**config.mk**
```make
export PLATFORM = sky130hd
export DESIGN_NAME = serial_full_subtractor
export DESIGN_NICKNAME = d
export VERILOG_FILES = /design/src/rtl/serial_full_subtractor.sv
export SDC_FILE = /design/constraint.sdc
export NUM_CORES = 1
export LEC_CHECK = 0
export CAP_MARGIN = 20
export CORE_MARGIN = 2
export CORE_UTILIZATION = 52
export DETAILED_ROUTE_END_ITERATION = 8
export PLACE_DENSITY_LB_ADDON = 0.05
export SYNTH_ARGS = -nofsm -noshare
export SYNTH_HDL_FRONTEND = slang
export SYNTH_SLANG_ARGS = --single-unit
```
**constraint.sdc**
```tcl
create_clock -name clk -period 1.8 [get_ports clk]
set_input_delay 0.27 -clock clk [delete_from_list [all_inputs] [get_ports clk]]
set_output_delay 0.27 -clock clk [all_outputs]
set_load 0.05 [all_outputs]
```
**src/rtl/serial_full_subtractor.sv**
```systemverilog
// Bit-serial subtractor: diff = a - b over WIDTH bits, LSB first, one bit per clock,
// built from a single full-subtractor cell and a borrow flip-flop.
//
// state | meaning
// IDLE  | waiting for start; diff/bout hold the last result
// SHIFT | one operand bit per edge through the subtractor cell
// DONE  | done pulse cycle; start here begins the next operation back-to-back
module serial_full_subtractor #(
    parameter int WIDTH = 8
) (
    input  logic             clk,
    input  logic             rst_n,
    input  logic             start,
    input  logic [WIDTH-1:0] a,
    input  logic [WIDTH-1:0] b,
    output logic             busy,
    output logic             done,
    output logic [WIDTH-1:0] diff,
    output logic             bout
);

    localparam int CW = (WIDTH > 1) ? $clog2(WIDTH) : 1;
    localparam logic [CW-1:0] LAST = CW'(WIDTH - 1);

    typedef enum logic [1:0] {
        IDLE  = 2'd0,
        SHIFT = 2'd1,
        DONE  = 2'd2
    } state_t;

    state_t           state;
    logic [WIDTH-1:0] a_sr;
    logic [WIDTH-1:0] b_sr;
    logic [WIDTH-1:0] res_sr;
    logic [CW-1:0]    cnt;
    logic             br;

    logic             d;
    logic             bo;
    logic [WIDTH-1:0] res_next;

    assign d        = a_sr[0] ^ b_sr[0] ^ br;
    assign bo       = (~a_sr[0] & b_sr[0]) | (~(a_sr[0] ^ b_sr[0]) & br);
    assign res_next = {d, res_sr[WIDTH-1:1]};

    always_ff @(posedge clk or negedge rst_n) begin
        if (!rst_n) begin
            state  <= IDLE;
            busy   <= 1'b0;
            done   <= 1'b0;
            diff   <= '0;
            bout   <= 1'b0;
            a_sr   <= '0;
            b_sr   <= '0;
            res_sr <= '0;
            cnt    <= '0;
            br     <= 1'b0;
        end else begin
            case (state)
                IDLE, DONE: begin
                    done <= 1'b0;
                    if (start) begin
                        a_sr  <= a;
                        b_sr  <= b;
                        br    <= 1'b0;
                        cnt   <= '0;
                        busy  <= 1'b1;
                        state <= SHIFT;
                    end else begin
                        busy  <= 1'b0;
                        state <= IDLE;
                    end
                end
                SHIFT: begin
                    res_sr <= res_next;
                    a_sr   <= a_sr >> 1;
                    b_sr   <= b_sr >> 1;
                    br     <= bo;
                    cnt    <= cnt + CW'(1);
                    // diff/bout only ever see the completed word
                    if (cnt == LAST) begin
                        diff  <= res_next;
                        bout  <= bo;
                        busy  <= 1'b0;
                        done  <= 1'b1;
                        state <= DONE;
                    end
                end
                default: begin
                    busy  <= 1'b0;
                    done  <= 1'b0;
                    state <= IDLE;
                end
            endcase
        end
    end

endmodule
```
==> results of run 1 <==
## per-stage QoR
stage,cells,util,hold slack [ps],setup slack (ps)
after detailed placement,233,0.6436,248.9,197.1
after CTS,242,0.6589,392.0,2.987
after floorplan,163,-,-25.59,247.0
final,242,0.6596,380.7,145.6
after global placement,233,0.6436,241.7,243.5
after global routing,242,0.6596,410.2,87.54
## what timing repair did
item	4_1_cts	5_1_grt
hold endpoints to repair	19	0
hold buffers	1	0
gates resized for setup	9	1
pin swaps	0	0
setup endpoints to repair	9	1
## cell families (layout without fill, tap and decap cells)
group	count (synthesis)	in the layout	share of synthesized area
AND/OR/NAND/NOR	42	42	0.1154
flip-flops	39	39	0.5328
AO/OA/AOI/OAI	37	37	0.1264
multiplexers	21	21	0.1359
buffers and inverters	21	54	0.06489
adder cells (fa/ha/maj)	3	3	0.02459
## worst max path at each step
stage	from	to	slack, ps	cells past startpoint
after floorplan	done	b_sr[5]	250	5
after global placement	cnt[0]	diff[2]	240	4
after detailed placement	cnt[1]	diff[2]	200	4
after CTS	diff[2]	diff[2]	3	1
after global routing	done	done	90	2
final	done	done	150	2
## sequential cells by signal (all words and copies together) (netlist names)
| name | cells |
|---|---|
| a_sr | 8 |
| b_sr | 8 |
| bout | 1 |
| br | 1 |
| busy | 1 |
| cnt | 3 |
| diff | 8 |
| done | 1 |
| res_sr | 7 |
| state | 1 |
## synthesized netlist by cell type, types with 2 or more instances
cell and n:
o21ai_0 6, o22ai_1 4, mux2i_1 11, ha_1 2
inv_1 9, buf_2 8, buf_6 4, mux2_2 3
nor2b_1 10, a21oi_1 13, nand3_1 3, mux2_4 7
a22o_1 3, dfrtp_1 39, nor2_1 2, a211oi_1 9
nand2_1 23
## routing by layer
layer / vias up / GRT usage / part of all wire
met5: - / 0 / 0
met4: 0 / 0.07337 / 0.010
met3: 4 / 0.05536 / 0.045
met2: 29 / 0.3079 / 0.47
met1: 592 / 0.2541 / 0.47
li1: 619 / - / -
## power groups by stage
stage	Combinational [mW]	Sequential (mW)	Clock, mW
5_1_grt	2.00	1.64	0.491
3_5_place_dp	1.87	1.60	0
3_3_place_gp	1.80	1.58	0
4_1_cts	1.81	1.58	0.447
6_report	1.79	1.58	0.435
2_1_floorplan	1.07	1.89	0
## final cells by class
type	count	area, um^2	share of cell area
Timing Repair Buffer	37	361.6	0.1630
Clock inverter	3	15.01	0.006768
Sequential cell	39	975.9	0.4399
Inverter	9	33.78	0.01523
Multi-Input combinational cell	103	737.0	0.3322
Clock buffer	5	37.54	0.01692
Tap cell	46	57.56	0.02594
## worst max-delay path, stage by stage, from the launching register on
cell and delay (ps):
dfrtp_1 570, buf_4 300, buf_12 160
==> impl_metrics.tcl, run 1 <==
set metrics [dict create \
    leakage_nw 1.055 \
    chipWidth_um 63.35 \
    crit_fanout 12 \
    grt-ovfl-total 0 \
    area_growth_pct 21.11 \
    boundaryPins 30 \
    synth_edf_count 0 \
    synth-seq-cells 39 \
    die-area_um2 4013 \
    finalClockSkew_ps 17.76 \
    drcViolationCount 0 \
    io_buffers 29 \
    yosysSeqAreaShare 0.5328 \
    totalPowerFinal_mw 3.804 \
    final_layout_size_suffix_gt1_frac 0.1531 \
    ant_nets 0 \
    pwr_density_cell_nw_per_um2 1715 \
    syn_avg_cell_area_um2 11.24 \
    final_common_cell "dfrtp_1" \
    synthArstFlopShare 1.000 \
    fin_crit_ps 1654 \
    p_comb_frac 0.471 \
    synth.top_cell.area_share 0.5328 \
    initial_core_util 0.5446 \
    p_switching_mw 1.595 \
    grt_pass1_wl_um 6030 \
    routabilityCongestion 0.7528 \
    post-cts-setup-buffers 0 \
    core.rowCount 21 \
    cts_tree "built" \
    final-setup-viol-count 0 \
    viasPerCell 5.140 \
    worstReg2RegEnd "diff[2]" \
    worstSetupPathType "register to primary output" \
    grtUsageTotal 0.1946 \
    n_fill_cell 303 \
    max_slew_margin 0.6643 \
    status "complete, no violations" \
    synth.area.top_cells "dfrtp_1 (53%), mux2i_1 (6.0%), mux2_4 (5.7%), nand2_1 (4.7%), a211oi_1 (3.7%)" \
    routed_wirelength_um 3298 \
    clock-sinks 39 \
    post_dp_cell_area_um2 2165 \
    pwr-share-seq 0.415 \
    synth_top_area_cell "dfrtp_1" \
    wire_per_inst_um 13.63 \
    grt_max_degree 22 \
    root_buffer "clkbuf_4" \
    netlist_area_um2 1832 \
    syn_nets 185 \
    grt_pass1_vias 1288 \
    end_kind "primary output" \
    htreeDepth 2 \
    yosys_warnings 0 \
    firstDrtPassIters 6 \
    arrival_ps 1380 \
    num_vias 1244 \
    drv_slew 0 \
    finalNetCount 217 \
    mostFrequentLayoutCells "dfrtp_1 (39), nand2_1 (23), clkdlybuf4s50_1 (17), a21oi_1 (13), mux2i_1 (11)" \
    clock_power_share 0.114 \
    fp.dieH_um 63.35 \
    clk_path_buf_depth 2 \
    drv_cap 0 \
    vdd_drop_max_mv 0.7128 \
    synth_cells 163 \
    hold_viol_final 0 \
    period_share 0.9191 \
    swShare 0.4193 \
    design_area_um2 2218 \
    yosysUniqueCellTypes 24 \
    clk_pin_slew_ps 120 \
    rsz0062_at_grt "false" \
    worst_pin_slew_ps 502.7 \
    rr_worst_depth 4 \
    synth_ff_type "dfrtp_1" \
    internal_power_mw 2.209 \
    core_um2 3363 \
    insertedDiodeCount 0 \
    max_clock_freq_mhz 604.5 \
    reg2reg_slack_ps 210 \
    dpl.hpwl_um 2323 \
    first_iter_violations 67 \
    antenna_found_initial 0 \
    final.setup.tns_ps 0 \
    start_kind "register" \
    cts_buffers 5 \
    crit_required_ps 1530 \
    hold_path.class "input pin to asynchronous set/reset pin" \
    crit-reg2reg-launch "cnt[0]" \
    worstSkewPairLatency_ps 350 \
]
Note: power is estimated with default switching activity, not from simulation.
==> run 2: changes to the inputs <==
Settings changed: CTS_CLUSTER_SIZE set to 24.
==> results of run 2 <==
The final DEF is identical to that of run 1; final timing and power are the same.
